==> src/rtl/calc_key_sequencer.sv <==
// ---------------------------------------------------------------------------
// calc_key_sequencer
//
// Keypad-to-datapath sequencer for the 8-bit calculator. It collects decimal
// digits into an operand entry register. It then drives the A/B/R load pulses,
// the add/subtract select and the input-unit/arithmetic-unit source select.
// It also reports overflow/error state for the display.
//
// Build option:
//   CALC_CHAIN_EN  When defined, an add/sub key in RES turns the result into
//                  operand A so that calculations can be chained. When it is
//                  undefined, that key is rejected.
//
// Ports:
//   clk         system clock, rising edge
//   reset       synchronous active-high reset (same effect as clear-all key)
//   key_valid   single-cycle strobe qualifying key_code
//   key_code    0-9 digit, A add, B sub, C clear entry, D clear all, F equals
//   au_ovf      arithmetic-unit overflow/borrow, sampled in the load_r cycle
//   entry       operand being keyed (input unit)
//   load_a/b/r  single-cycle register load pulses
//   addsub      0 add, 1 subtract
//   iu_au       source select, 0 entry, 1 arithmetic-unit result
//   busy        high in every load-pulse cycle
//   key_reject  single-cycle pulse when a strobe is ignored
//   err         high while in ERR
// ---------------------------------------------------------------------------
//  state | meaning
//  ENT_A | keying operand A
//  ENT_B | keying operand B (operator already chosen)
//  EXEC  | load_b then load_r cycles, keys dropped
//  RES   | result shown, iu_au selects arithmetic unit
//  ERR   | overflow/borrow, only clear keys accepted
// ---------------------------------------------------------------------------
module calc_key_sequencer #(
    parameter int WIDTH      = 8,
    parameter int MAX_DIGITS = 3
) (
    input  logic             clk,
    input  logic             reset,
    input  logic             key_valid,
    input  logic [3:0]       key_code,
    input  logic             au_ovf,
    output logic [WIDTH-1:0] entry,
    output logic             load_a,
    output logic             load_b,
    output logic             load_r,
    output logic             addsub,
    output logic             iu_au,
    output logic             busy,
    output logic             key_reject,
    output logic             err
);

    localparam int CW = $clog2(MAX_DIGITS + 1);

    localparam logic [3:0] KEY_ADD = 4'hA;
    localparam logic [3:0] KEY_SUB = 4'hB;
    localparam logic [3:0] KEY_CE  = 4'hC;
    localparam logic [3:0] KEY_CA  = 4'hD;
    localparam logic [3:0] KEY_EQ  = 4'hF;

    localparam logic [WIDTH+3:0] ENTRY_MAX = {4'b0000, {WIDTH{1'b1}}};

    typedef enum logic [2:0] {
        ENT_A,
        ENT_B,
        EXEC,
        RES,
        ERR
    } state_t;

    state_t           state_q, state_d;
    logic [WIDTH-1:0] entry_q, entry_d;
    logic [CW-1:0]    count_q, count_d;
    logic             load_a_q, load_a_d;
    logic             load_b_q, load_b_d;
    logic             load_r_q, load_r_d;
    logic             addsub_q, addsub_d;
    logic             iu_au_q, iu_au_d;
    logic             busy_q, busy_d;
    logic             key_reject_q, key_reject_d;
    logic             err_q, err_d;

    logic             is_digit;
    logic             is_op;
    logic [WIDTH+3:0] entry_ext;
    logic [WIDTH+3:0] digit_sum;
    logic             digit_ok;
    logic             clear_all;

    // entry*10 + d, computed four bits wider than the entry so it cannot wrap
    // before the range compare.
    always_comb begin
        is_digit  = (key_code <= 4'd9);
        is_op     = (key_code == KEY_ADD) || (key_code == KEY_SUB);
        entry_ext = {4'b0000, entry_q};
        digit_sum = (entry_ext << 3) + (entry_ext << 1) + {{WIDTH{1'b0}}, key_code};
        digit_ok  = (count_q < CW'(MAX_DIGITS)) && (digit_sum <= ENTRY_MAX);
    end

    always_comb begin
        state_d      = state_q;
        entry_d      = entry_q;
        count_d      = count_q;
        load_a_d     = 1'b0;
        load_b_d     = 1'b0;
        load_r_d     = 1'b0;
        addsub_d     = addsub_q;
        iu_au_d      = iu_au_q;
        key_reject_d = 1'b0;
        clear_all    = 1'b0;

        // The cycle after a load pulse: the loaded operand has been captured.
        // So clear the entry, and for A from RES also drop back to the entry source.
        if (load_a_q) begin
            entry_d = '0;
            count_d = '0;
            iu_au_d = 1'b0;
        end
        if (load_b_q) begin
            entry_d  = '0;
            count_d  = '0;
            load_r_d = 1'b1;
        end
        if (load_r_q) begin
            state_d = au_ovf ? ERR : RES;
            iu_au_d = !au_ovf;
        end

        if (key_valid) begin
            if (busy_q) begin
                key_reject_d = 1'b1;
            end else begin
                unique case (state_q)
                    ENT_A, ENT_B: begin
                        if (is_digit) begin
                            if (digit_ok) begin
                                entry_d = digit_sum[WIDTH-1:0];
                                count_d = count_q + CW'(1);
                            end else begin
                                key_reject_d = 1'b1;
                            end
                        end else if (is_op) begin
                            if (state_q == ENT_A) begin
                                addsub_d = key_code[0];
                                load_a_d = 1'b1;
                                state_d  = ENT_B;
                            end else if (count_q == '0) begin
                                addsub_d = key_code[0];
                            end else begin
                                key_reject_d = 1'b1;
                            end
                        end else if (key_code == KEY_CE) begin
                            entry_d = '0;
                            count_d = '0;
                        end else if (key_code == KEY_CA) begin
                            clear_all = 1'b1;
                        end else if (key_code == KEY_EQ && state_q == ENT_B && count_q != '0) begin
                            load_b_d = 1'b1;
                            state_d  = EXEC;
                        end else begin
                            key_reject_d = 1'b1;
                        end
                    end
                    RES: begin
                        if (is_digit) begin
                            entry_d = WIDTH'(key_code);
                            count_d = CW'(1);
                            iu_au_d = 1'b0;
                            state_d = ENT_A;
                        end else if (is_op) begin
`ifdef CALC_CHAIN_EN
                            // iu_au stays 1 through the pulse so A takes the result.
                            addsub_d = key_code[0];
                            load_a_d = 1'b1;
                            state_d  = ENT_B;
`else
                            key_reject_d = 1'b1;
`endif
                        end else if (key_code == KEY_CE) begin
                            entry_d = '0;
                            count_d = '0;
                            iu_au_d = 1'b0;
                            state_d = ENT_A;
                        end else if (key_code == KEY_CA) begin
                            clear_all = 1'b1;
                        end else begin
                            key_reject_d = 1'b1;
                        end
                    end
                    ERR: begin
                        if (key_code == KEY_CE || key_code == KEY_CA) begin
                            clear_all = 1'b1;
                        end else begin
                            key_reject_d = 1'b1;
                        end
                    end
                    default: begin
                        // EXEC is always busy, so a key here means the state register
                        // has been upset. Refuse the key and let the load sequence finish.
                        key_reject_d = 1'b1;
                    end
                endcase
            end
        end

        if (clear_all) begin
            state_d  = ENT_A;
            entry_d  = '0;
            count_d  = '0;
            load_a_d = 1'b0;
            load_b_d = 1'b0;
            load_r_d = 1'b0;
            addsub_d = 1'b0;
            iu_au_d  = 1'b0;
        end

        busy_d = load_a_d || load_b_d || load_r_d;
        err_d  = (state_d == ERR);
    end

    always_ff @(posedge clk) begin
        if (reset) begin
            state_q      <= ENT_A;
            entry_q      <= '0;
            count_q      <= '0;
            load_a_q     <= 1'b0;
            load_b_q     <= 1'b0;
            load_r_q     <= 1'b0;
            addsub_q     <= 1'b0;
            iu_au_q      <= 1'b0;
            busy_q       <= 1'b0;
            key_reject_q <= 1'b0;
            err_q        <= 1'b0;
        end else begin
            state_q      <= state_d;
            entry_q      <= entry_d;
            count_q      <= count_d;
            load_a_q     <= load_a_d;
            load_b_q     <= load_b_d;
            load_r_q     <= load_r_d;
            addsub_q     <= addsub_d;
            iu_au_q      <= iu_au_d;
            busy_q       <= busy_d;
            key_reject_q <= key_reject_d;
            err_q        <= err_d;
        end
    end

    assign entry      = entry_q;
    assign load_a     = load_a_q;
    assign load_b     = load_b_q;
    assign load_r     = load_r_q;
    assign addsub     = addsub_q;
    assign iu_au      = iu_au_q;
    assign busy       = busy_q;
    assign key_reject = key_reject_q;
    assign err        = err_q;

endmodule

==> config.mk <==
export PLATFORM = sky130hd
export DESIGN_NAME = calc_key_sequencer
export DESIGN_NICKNAME = d
export VERILOG_FILES = /design/src/rtl/calc_key_sequencer.sv
export SDC_FILE = /design/constraint.sdc
export NUM_CORES = 1
export LEC_CHECK = 0
export ABC_AREA = 1
export CAP_MARGIN = 0
export CELL_PAD_IN_SITES_DETAIL_PLACEMENT = 1
export CELL_PAD_IN_SITES_GLOBAL_PLACEMENT = 1
export CORE_MARGIN = 5
export CORE_UTILIZATION = 39
export DETAILED_ROUTE_END_ITERATION = 12
export PLACE_DENSITY = 0.86
export REMOVE_ABC_BUFFERS = 1
export SLEW_MARGIN = 20
export SYNTH_ARGS = -nofsm -noshare
export SYNTH_HDL_FRONTEND = slang
export SYNTH_SLANG_ARGS = --single-unit
==> constraint.sdc <==
create_clock -name clk -period 6.4 [get_ports clk]
set_input_delay 1.28 -clock clk [delete_from_list [all_inputs] [get_ports clk]]
set_output_delay 1.28 -clock clk [all_outputs]
set_load 0.005 [all_outputs]
=== Word-level counts from Yosys, hierarchy flattened ===
Cells that the tools add are included.

* Register bits after elaboration: 21
* Latch bits: 0
* RAM bits: 0
* Memory bits (read-only): 0
* Input bits: 8
* Output and inout port bits: 16
* Word-level logic and storage cells: 132
* Memories kept: 0

* Add/sub/neg operators: 3
* $mul: 0
* Divide/modulo/power cells: 0
* Order comparisons: 3
* Equal/unequal tests: 9
* Shifts and indexed selects: 0
* Multiplexer cells: 86
* Bitwise gates (word level): 3
* Reductions and logical operators: 17

{| class="wikitable"
|+ Operators with widths
! operator !! number
|-
| two-way mux 8 bit || 9
|-
| two-way mux 1 bit || 49
|-
| two-way mux 3 bit || 14
|-
| == test 4 bit, second input constant || 5
|-
| two-way mux 2 bit || 9
|-
| one-hot mux 8 bit (2 select lines) || 1
|-
| adder 11 x 9 -> 12 bit || 1
|-
| adder 12 x 4 -> 12 bit || 1
|-
| less-or-equal comparator 12 x 8 -> 1 bit, second input constant || 1
|-
| == test 3 bit, second input constant || 2
|-
| one-hot mux 3 bit (2 select lines) || 1
|-
| AND reduction 6 bit || 1
|-
| OR reduction 2 bit || 3
|-
| less-or-equal comparator 4 bit, second input constant || 1
|-
| logical OR 1 bit || 4
|-
| one-hot mux 2 bit (2 select lines) || 1
|-
| nonzero test 2 bit || 2
|-
| == test 3 x 1 -> 1 bit, second input constant || 1
|-
| == test 3 x 2 -> 1 bit, second input constant || 1
|-
| logical AND 1 bit || 3
|-
| logical NOT 3 bit || 1
|-
| NOT 1 bit || 3
|-
| one-hot mux 1 bit (3 select lines) || 1
|-
| OR reduction 3 bit || 1
|-
| other kinds (5) || 5
|}

=== Logic depth before layout (Yosys ltp) ===
* Depth after elaboration: 14
* Mapped depth: 19
* Depth with buffers taken out: 19

=== Worst setup path before layout ===
OpenSTA, ideal clock, no wires.

* Kind: input port to flip-flop
* Start: in key_code[3]
* End: reg entry_q[4] (netlist: entry[4])
* Library setup time: 0.122 ns
* Data arrival time: 3.243 ns
* Required time: 6.278 ns
* Slack: 3.035 ns
* Stages on the path: 15
* Buffers on the path: 0
* Cell sequence: inv_1 > fa_1 > fa_1 > inv_1 > nand2_1 > nand2_1 > nand3_1 > nand3_1 > nand2_1 > nor2_4 > nand2_4 > inv_4 > o21ai_0 > o211ai_1 > a21oi_1

* Word-level cells in the longest chain between the ends: 9
* Elaborated cells between the ends (all ways): 27
* Those cells by class: add/sub (1); order compare (2); eq/ne (4); mux (16); reduce/logical (4)

{| class="wikitable"
|+ RTL lines
! element !! RTL line !! source
|-
| start, declared || 42 || <nowiki>input logic [3:0] key_code,</nowiki>
|-
| parallel branches: the longest is 9 deep, another holds adder 12 x 4 -> 12 bit || -- ||
|-
| end signal, assigned || 238 || <nowiki>entry_q <= entry_d;</nowiki>
|-
| end, declared || 74 || <nowiki>logic [WIDTH-1:0] entry_q, entry_d;</nowiki>
|}

Several ways; the timed one is not identified.
A chain may end at the register's enable or synchronous reset.

=== Final worst setup path ===
* Start: in key_code[3]
* End: reg entry_q[5] (netlist: entry[5])

Same word-level chain as after synthesis.

==> run summary <==
TritonCTS clock tree = built
Post-synthesis sequential area ratio = 21.37%
Gate Count Post-Synth = 299
Hold path depth = 2
Max_cap viols = 0
RSZ-0062 raised after global routing = no
Largest net degree at the start of global routing = 14
Via/cell ratio = 5.066
Routed WL = 5.625 mm
Kind of critical path = primary input to flop
Post-CTS Hold Buffers = 0
DPL Wire Length = 4.714 mm
TritonCTS buffer count = 3
Later-pin clock latency in the skew report = 0.26 ns
Worst slew pin tran = 0.5250 ns
Die ar. = 6563 um2
Worst Skew = 0.004096 ns
Slew margin rel. = 64.87%
GPL Wtd Cong = 0.8518
Logic gate share of total power = 40.3%
Clk sinks = 21
EDFF count, synth = 0
Die Wd = 81.02 um
Clock power frac = 22.6%
CTS max path bufs = 2
Peak supply drop = 0.08574 mV
Crit. End Element = flop
Path depth of the worst reg2reg path = 16
Crit path max fanout = 9
DR vias = 1986
Fmax = 0.2544 GHz
Number of fill cells in the layout = 670
# DRC = 0
Yosys warning count = 0
Final nets = 353
Initial antenna violation count = 0
Vias in the first global route = 2120
Antenna Cells = 0
P_int = 245.1 uW
Final setup viols = 0
Total grt overflow = 0
Die height = 81.02 um
Number of routed nets with antenna violations = 0
CP Launch Type = primary input
Worst hold path type = flop to flop
Total leakage power = 0.001092 uW
Switching share of power = 37.92%
Share of flip-flops with an asynchronous set or reset = 0%
H-tree levels = 1
Row count = 25
DRT iter0 DRCs = 89
Post-DP Area = 2266 um2
Arrival @ worst endpoint = 4.13 ns
Slew Viols, Final = 0
Resize count post-CTS = 0
I/O Buffers = 23
Wire length per cell = 14.35 um
Drt pass-1 iters = 4
Ports = 24
CP required = 6.60 ns
P per Cell Area = 170.8 nW/um2
Final Hold Viols = 0
First-pass GRT wire length = 9.832 mm
Period minus WS final = 3.930 ns
Area Growth Syn to Fin = 17.49%
Initial Utilization = 40.83%
Most used DFF post-synth = dfxtp_1
Setup bufs post-CTS = 0
Library cells used by synthesis = 36
GRT Overall Usage = 18.95%
Synth Cell Area = 1967 um2
Synthesized flop and latch total = 21
Fraction of layout cells with a size suffix above 1 = 12.31%
Sequential Power Share = 37.1%
Fin util = 47.97%
CORE AREA = 4817 um2
Clk pin slew, worst setup/hold paths = 0.08 ns
Run status = completed
Syn Area/Cell = 6.578 um2
Root Buffer Master = clkbuf_8
Final worst-path cycle share = 61.41%
Setup TNS = 0 ns
NetSw = 149.7 uW
Max reg flops = 8
Design area = 2311 um2
## synth_stat cells (2+ instances only)
master | instances | area share (%)
nand2_1 | 71 | 14
or2_1 | 2 | 0.64
o2111ai_1 | 2 | 0.89
fa_1 | 2 | 2.0
inv_4 | 2 | 0.64
inv_1 | 49 | 9.4
nor2_4 | 3 | 1.7
ha_1 | 17 | 11
a21oi_2 | 7 | 3.1
nand2_4 | 4 | 2.3
inv_2 | 4 | 0.76
nand3_1 | 28 | 7.1
nor2_1 | 28 | 5.3
o21ai_0 | 13 | 3.3
nor3_4 | 2 | 1.7
xnor2_1 | 2 | 0.89
a21oi_1 | 13 | 3.3
nor3_1 | 3 | 0.76
nor2_2 | 7 | 2.2
o21ai_1 | 2 | 0.51
dfxtp_1 | 21 | 21
nand2_2 | 2 | 0.64
a31oi_1 | 2 | 0.64
## through the flow
step | setup WS (ns) | total power (uW) | instances | hold WS (ns)
6_report | 2.470 | 394.8 | 392 | 0.4986
5_1_grt | 2.179 | 425.8 | 392 | 0.5427
4_1_cts | 2.450 | 399.4 | 392 | 0.5009
3_5_place_dp | 2.191 | 308.9 | 388 | 0.4908
3_3_place_gp | 2.332 | 303.1 | 388 | 0.4799
2_1_floorplan | 3.035 | 256.1 | 298 | 0.4829
## power groups by stage
| stage | clock [uW] | combinational [uW] | sequential [uW] |
|---|---|---|---|
| final | 89.1 | 159 | 146 |
| after global routing | 99.0 | 179 | 148 |
| after CTS | 91.4 | 161 | 147 |
| after detailed placement | 0 | 159 | 150 |
| after global placement | 0 | 153 | 150 |
| after floorplan | 0 | 109 | 148 |
## final timing paths
path                  startpoint  slack (ns)                  end
max                  key_code[3]        2.47  entry[5]$_SDFF_PP0_
min          addsub$_SDFFE_PP0P_        0.50  addsub$_SDFFE_PP0P_
max reg2reg  entry[0]$_SDFF_PP0_        3.70  entry[5]$_SDFF_PP0_
min reg2reg  addsub$_SDFFE_PP0P_        0.50  addsub$_SDFFE_PP0P_
## worst max-delay path, stage by stage
cell	delay, ns
clkdlybuf4s50_1	0.55
inv_1	0.09
fa_1	0.53
fa_1	0.44
inv_1	0.08
nand2_1	0.07
nand2_1	0.10
nand3_1	0.11
nand2_1	0.07
nand2_1	0.05
nand2_1	0.09
nor2_4	0.07
nand2_4	0.10
inv_4	0.07
o21ai_2	0.19
nand3_1	0.12
a21oi_2	0.13
## layout by cell type, fill, tap and decap left out, types with 2 or more instances in the layout
master           netlist  routed
clkbuf_8               0       3
o21ai_1                2       2
nor3_4                 2       2
inv_1                 49      49
nor2_1                28      28
o2111ai_1              2       2
xnor2_1                2       2
dfxtp_1               21      21
inv_2                  4       4
o21ai_0               13      13
clkdlybuf4s50_1        0      23
nor2_2                 7       7
or2_1                  2       2
nor2_4                 3       3
inv_4                  2       2
fa_1                   2       2
ha_1                  17      17
nand3_1               28      28
a31oi_1                2       2
a21oi_2                7       7
nand2_1               71      71
nand2_4                4       4
a21oi_1               13      13
nor3_1                 3       3
nand2_2                2       2
## cell type report
| type | count | area, um2 | share of cell area [%] |
|---|---|---|---|
| Tap cell | 67 | 83.83 | 3.627 |
| Multi-Input combinational cell | 221 | 1311 | 56.74 |
| Sequential cell | 21 | 420.4 | 18.19 |
| Clock buffer | 4 | 45.04 | 1.949 |
| Timing Repair Buffer | 23 | 230.2 | 9.962 |
| Inverter | 56 | 220.2 | 9.529 |
## cells by family after synthesis
| family | after synthesis | synth area share, % |
|---|---|---|
| fa+ha+maj | 19 | 12.85 |
| xor+xnor | 3 | 1.336 |
| simple gates | 153 | 37.15 |
| buf+inv | 57 | 11.96 |
| compound gates | 46 | 15.33 |
| flops | 21 | 21.37 |
## routing by layer
metal / part of all wire (%) / track usage [%] / wire, um
met2: 48 / 33.25 / 2724
met3: 3.1 / 2.550 / 176
met4: 1.1 / 3.885 / 61
met1: 47 / 24.68 / 2663
met5: 0 / 0 / 0
No activity file was read; power rests on OpenSTA's default activity.
